## config.mk

```make
export PLATFORM = sky130hd
export DESIGN_NAME = uart_rx_cfg
export DESIGN_NICKNAME = d
export VERILOG_FILES = /design/src/rtl/uart_pkg.sv /design/src/rtl/sync_2ff.sv /design/src/rtl/uart_rx_cfg.sv
export SDC_FILE = /design/constraint.sdc
export NUM_CORES = 1
export LEC_CHECK = 0
export CORE_ASPECT_RATIO = 0.7
export CORE_UTILIZATION = 35
export CTS_BUF_LIST = sky130_fd_sc_hd__clkbuf_8 sky130_fd_sc_hd__clkbuf_16
export DETAILED_ROUTE_END_ITERATION = 10
export RECOVER_POWER = 25
export SYNTH_ARGS = -nofsm -noshare
export SYNTH_HDL_FRONTEND = slang
export SYNTH_SLANG_ARGS = --single-unit
```

## constraint.sdc

```tcl
create_clock -name clk -period 2.3 [get_ports clk]
set_input_delay 0.46 -clock clk [delete_from_list [all_inputs] [get_ports clk]]
set_output_delay 0.46 -clock clk [all_outputs]
set_load 0.02 [all_outputs]
```

## src/rtl/uart_pkg.sv

```systemverilog
`default_nettype none
// ====================================================================
// uart_pkg : parity-mode and FSM state encodings shared by UART RX/TX
// Revision 1.0 - initial release
// ====================================================================
package uart_pkg;

  typedef logic [1:0] par_mode_t;

  localparam par_mode_t PAR_NONE = 2'd0;
  localparam par_mode_t PAR_EVEN = 2'd1;
  localparam par_mode_t PAR_ODD  = 2'd2;

  localparam logic [2:0] ST_IDLE   = 3'd0;
  localparam logic [2:0] ST_START  = 3'd1;
  localparam logic [2:0] ST_DATA   = 3'd2;
  localparam logic [2:0] ST_PARITY = 3'd3;
  localparam logic [2:0] ST_STOP   = 3'd4;

  // data_xor is the XOR-reduction of the received data bits
  function automatic logic parity_error(input par_mode_t mode, input logic data_xor,
                                        input logic sample);
    case (mode)
      PAR_EVEN: return data_xor ^ sample;
      PAR_ODD:  return ~(data_xor ^ sample);
      default:  return 1'b0;
    endcase
  endfunction

endpackage
`default_nettype wire

```

## src/rtl/sync_2ff.sv

```systemverilog
`default_nettype none
// ====================================================================
// sync_2ff : two-flop synchronizer for a single asynchronous bit
// Revision 1.0 - initial release
// ====================================================================
module sync_2ff #(
  parameter logic RESET_VAL = 1'b1
) (
  input  logic clk,
  input  logic rst,
  input  logic d_i,
  output logic q_o
);

  logic meta_q;
  logic sync_q;

  always_ff @(posedge clk) begin
    if (rst) begin
      meta_q <= RESET_VAL;
      sync_q <= RESET_VAL;
    end else begin
      meta_q <= d_i;
      sync_q <= meta_q;
    end
  end

  assign q_o = sync_q;

endmodule
`default_nettype wire

```

## src/rtl/uart_rx_cfg.sv

```systemverilog
`default_nettype none
// ====================================================================
// uart_rx_cfg : configurable UART receiver (data/parity/stop framing)
// Revision 1.0 - initial release
// ====================================================================
module uart_rx_cfg
  import uart_pkg::*;
#(
  parameter int CLK_PER_BIT = 4,
  parameter int DATA_BITS   = 8,
  parameter int PARITY      = 0,
  parameter int STOP_BITS   = 1
) (
  input  logic                 clk,
  input  logic                 rst,
  input  logic                 rx,
  input  logic                 enable,
  output logic [DATA_BITS-1:0] data_out,
  output logic                 done,
  output logic                 parity_err,
  output logic                 frame_err,
  output logic                 busy
);

  localparam logic [15:0] C_LAST_CNT  = 16'(CLK_PER_BIT - 1);
  localparam logic [15:0] C_HALF_CNT  = 16'((CLK_PER_BIT - 1) / 2);
  localparam logic [2:0]  C_LAST_DATA = 3'(DATA_BITS - 1);
  localparam logic [2:0]  C_LAST_STOP = 3'(STOP_BITS - 1);
  localparam par_mode_t   C_PAR_MODE  = par_mode_t'(PARITY);

  logic                 rx_s;
  logic                 bit_end;
  logic [2:0]           state_q, state_d;
  logic [15:0]          cnt_q, cnt_d;
  logic [2:0]           idx_q, idx_d;
  logic [DATA_BITS-1:0] shift_q, shift_d;
  logic                 par_q, par_d;
  logic                 facc_q, facc_d;
  logic [DATA_BITS-1:0] data_q, data_d;
  logic                 done_q, done_d;
  logic                 perr_q, perr_d;
  logic                 ferr_q, ferr_d;

  sync_2ff #(.RESET_VAL(1'b1)) u_sync (
    .clk (clk),
    .rst (rst),
    .d_i (rx),
    .q_o (rx_s)
  );

  assign bit_end = (cnt_q == C_LAST_CNT);

  always_comb begin
    state_d = state_q;
    cnt_d   = cnt_q;
    idx_d   = idx_q;
    shift_d = shift_q;
    par_d   = par_q;
    facc_d  = facc_q;
    data_d  = data_q;
    done_d  = 1'b0;
    perr_d  = perr_q;
    ferr_d  = ferr_q;
    case (state_q)
      ST_IDLE: begin
        cnt_d  = '0;
        idx_d  = '0;
        facc_d = 1'b0;
        if (!rx_s && enable) state_d = ST_START;
      end
      ST_START: begin
        // Mid-start re-check rejects glitches shorter than half a bit
        if (cnt_q == C_HALF_CNT) begin
          cnt_d   = '0;
          state_d = rx_s ? ST_IDLE : ST_DATA;
        end else begin
          cnt_d = cnt_q + 16'd1;
        end
      end
      ST_DATA: begin
        if (bit_end) begin
          cnt_d   = '0;
          shift_d = {rx_s, shift_q[DATA_BITS-1:1]};
          if (idx_q == C_LAST_DATA) begin
            idx_d   = '0;
            state_d = (C_PAR_MODE == PAR_NONE) ? ST_STOP : ST_PARITY;
          end else begin
            idx_d = idx_q + 3'd1;
          end
        end else begin
          cnt_d = cnt_q + 16'd1;
        end
      end
      ST_PARITY: begin
        if (bit_end) begin
          cnt_d   = '0;
          par_d   = rx_s;
          state_d = ST_STOP;
        end else begin
          cnt_d = cnt_q + 16'd1;
        end
      end
      ST_STOP: begin
        if (bit_end) begin
          cnt_d = '0;
          if (!rx_s) facc_d = 1'b1;
          if (idx_q == C_LAST_STOP) begin
            idx_d   = '0;
            state_d = ST_IDLE;
            done_d  = 1'b1;
            data_d  = shift_q;
            perr_d  = parity_error(C_PAR_MODE, ^shift_q, par_q);
            ferr_d  = facc_q | ~rx_s;
          end else begin
            idx_d = idx_q + 3'd1;
          end
        end else begin
          cnt_d = cnt_q + 16'd1;
        end
      end
      default: begin
        state_d = ST_IDLE;
        cnt_d   = '0;
        idx_d   = '0;
      end
    endcase
  end

  always_ff @(posedge clk) begin
    if (rst) begin
      state_q <= ST_IDLE;
      cnt_q   <= '0;
      idx_q   <= '0;
      shift_q <= '0;
      par_q   <= 1'b0;
      facc_q  <= 1'b0;
      data_q  <= '0;
      done_q  <= 1'b0;
      perr_q  <= 1'b0;
      ferr_q  <= 1'b0;
    end else begin
      state_q <= state_d;
      cnt_q   <= cnt_d;
      idx_q   <= idx_d;
      shift_q <= shift_d;
      par_q   <= par_d;
      facc_q  <= facc_d;
      data_q  <= data_d;
      done_q  <= done_d;
      perr_q  <= perr_d;
      ferr_q  <= ferr_d;
    end
  end

  assign data_out   = data_q;
  assign done       = done_q;
  assign parity_err = perr_q;
  assign frame_err  = ferr_q;
  assign busy       = (state_q != ST_IDLE);

endmodule
`default_nettype wire

```

==> impl_metrics.yaml <==
run_status:
  status: "finished clean"
cells_and_area:
  num_antenna_cells: 0
  fin_nets: 240
  final_util_pct: 43.0
  drive_gt1_share_pct: 16.0
  syn_to_final_growth_pct: 14.2
global_routing:
  grt_pass1_vias: 1366
  grt_pass1_wl_mm: 6.42
  antenna_found_initial: 0
  grt_max_degree: 26
  grt_overflow: 0
  grt_usage_pct: 13.5
hold_path:
  min_to: "u_sync.q_o"
  hold_depth: 1
  min_from: "u_sync.meta_q"
  hold_class: "flip-flop to flip-flop"
pwr:
  pwr-share-comb_pct: 2.5
  p_clk_share_pct: 37.6
  power_mw: 1.25
  p_per_area_nw_per_um2: 537
  switching_share_pct: 22.5
  vdd_drop_max_mv: 0.195
  power.switching_uw: 282
  p_leak_nw: 0.807
  p_int_uw: 969
  p_seq_share_pct: 59.9
placement:
  portBuffers: 14
  dp.final_hpwl_mm: 2.54
  place_congestion: 0.795
critical_path:
  rrSetupSlack_ns: 0.28
  cp.required_ns: 1.84
  crit_path_start_kind: "flip-flop"
  critPathMaxStageDelay_ns: 0.62
  r2r_cells: 6
  cp_max_fo: 10
  endpoint_kind: "output pin"
  path_cells: "nor2_1, nand2_1, clkdlybuf4s50_1"
  arrival_ns: 1.68
  cp_slowest_cell: "clkdlybuf4s50_1"
  r2r_end: "idx_q[2]"
  path_class: "flip-flop to output pin"
  reg2reg_from: "cnt_q[1]"
routing:
  drt_wl_total_mm: 3.64
  drtIter0Drc: 81
  ant_nets: 0
  wl_per_cell_um: 12.0
  via_count: 1468
  drc: 0
  vias_per_cell: 4.84
  dr.pass1.iters: 4
sta:
  fin_crit_sh_pct: 92.9
  hold_viol: 0
  fin_crit_ns: 2.14
  drv_slew: 0
  max_freq_ghz: 0.468
  tns_ns: 0
  finalSetupViolations: 0
  rsz0062_at_grt: "no"
  fin_skew_ns: 0.00583
floorplan:
  die_y_um: 65.9
  die_x_um: 93.2
  start_util_pct: 37.6
  io_pins: 16
  core-area_um2: 5420
  core.rowCount: 22
  fp.dieArea_um2: 6140
logic_synthesis:
  synth.ff_latch_count: 43
  yosysSeqAreaShare_pct: 42.2
  synth_top_area_share_pct: 42.2
  synth_top_area_cell: "dfxtp_1"
  synthFlopType: "dfxtp_1"
  async_flop_share_pct: 0
  syn_inst: 215
  ys_types: 50
  synth_edf_count: 0
  yosys-top-cells-area: "dfxtp_1 (42%), nand2_1 (4.6%), nor2_4 (4.4%)"
  yosys_warnings: 0
  syn_nets: 225
  syn_area_um2: 2040
  syn_avg_cell_area_um2: 9.49
clocking:
  cts_buffers: 5
  cts_hold_buf: 0
  postCtsSetupBuffers: 0
  cts_tree: "done"
  root_buffer: "clkbuf_8"
  clock_latency_ns: 0.29
  cts_buffer_depth: 2
  path_clk_slew_ns: 0.09
  h-tree-depth: 2
  cts_resized: 0
  cts_sinks: 43
run:
  cap_violations: 0
[registers in the layout, indices dropped and copies added (netlist names)]
name	flops
done	1
facc_q	1
u_sync.meta_q	1
frame_err	1
shift_q	8
idx_q	3
data_out	8
u_sync.q_o	1
state_q	3
cnt_q	16
[per-layer routing]
metal / track usage (%) / share of wire, % / vias to the layer above / routed length [um]
met5: 0 / 0 / - / 0
met4: 4.04 / 0.74 / 0 / 27
met3: 3.22 / 4.2 / 2 / 152
met2: 19.0 / 38 / 26 / 1400
met1: 19.9 / 57 / 673 / 2060
li1: - / - / 767 / -
[metrics by stage]
step                      setup WS [ns]  cells  instance area, um2  hold WS [ns]
after CTS                         0.165    303                2330         0.420
after global placement            0.349    295                2240         0.395
final                             0.163    303                2330         0.418
after global routing             0.0579    303                2330         0.427
after floorplan                   0.420    215                2040         0.389
after detailed placement          0.284    295                2240         0.401
[synth_stat cells, types with 2 or more instances]
library cell	n
dfxtp_1	43
nand2_1	25
nor2_1	19
a21oi_1	12
mux2i_1	8
nor2_4	8
xor2_1	8
inv_1	7
nand3_1	7
ha_1	6
clkbuf_1	5
xnor2_1	5
and4_1	4
a21o_1	3
and3_1	3
nand2b_1	3
nand4_1	3
buf_4	2
buf_6	2
nor2_2	2
nor2b_1	2
nor3_1	2
nor3b_1	2
nor4_1	2
nor4_4	2
o21ai_0	2
o31ai_1	2
or2_2	2
or3_1	2
or4b_1	2
[cell families (layout without fill, tap and decap cells)]
kind of cell / after synthesis / count (layout) / synth area share, %
muxes: 9 / 9 / 4.48
xor gates and xnor gates: 13 / 13 / 5.58
other: 1 / 1 / 0.184
buffers and inverters: 18 / 34 / 5.28
AOI/OAI and AO/OA: 26 / 26 / 8.41
and+or+nand+nor: 99 / 99 / 30.2
DFF: 43 / 43 / 42.2
adders and majority gates: 6 / 6 / 3.68
[final cells by class]
class,instances,area (um2)
Clock inverter,3,20.0
Clock buffer,5,68.8
Sequential cell,43,861
Multi-Input combinational cell,154,1080
Tap cell,72,90.1
Inverter,7,26.3
Timing Repair Buffer,19,188
Fill cell,534,3090
[cells in the final DEF, fill, tap and decap left out, types with 3 or more instances in the layout]
master           synthesis  routed
clkbuf_8                 0       5
nand4_1                  3       3
a21o_1                   3       3
buf_4                    2       3
nor2_1                  19      19
dlygate4sd3_1            0      11
xor2_1                   8       8
clkdlybuf4s50_1          0       3
ha_1                     6       6
mux2i_1                  8       8
xnor2_1                  5       5
nand3_1                  7       7
inv_1                    7       7
and3_1                   3       3
and4_1                   4       4
nand2_1                 25      25
nor2_4                   8       8
nand2b_1                 3       3
a21oi_1                 12      12
dfxtp_1                 43      43
[power by group through the flow]
stage	sequential, mW	clock (mW)	combinational [mW]
final	0.749	0.470	0.0316
after global routing	0.750	0.528	0.0347
after CTS	0.749	0.489	0.0326
after detailed placement	0.767	0	0.0326
after global placement	0.767	0	0.0326
after floorplan	0.765	0	0.0224
[critical path, delay by kind of cell, from the launching register on]
family                 cells  cell delay [ns]
flip-flops                 1             0.53
AND/OR/NAND/NOR            2             0.24
buffers and inverters      1             0.62
[worst max-delay path by stage]
stage | startpoint | endpoint | depth (start not counted)
final | state_q[1] | busy | 3
after CTS | state_q[0] | busy | 3
after global routing | state_q[0] | busy | 3
after floorplan | cnt_q[0] | idx_q[0] | 6
after global placement | cnt_q[1] | idx_q[1] | 6
after detailed placement | cnt_q[1] | idx_q[2] | 6
No activity file was read; power rests on OpenSTA's default activity.
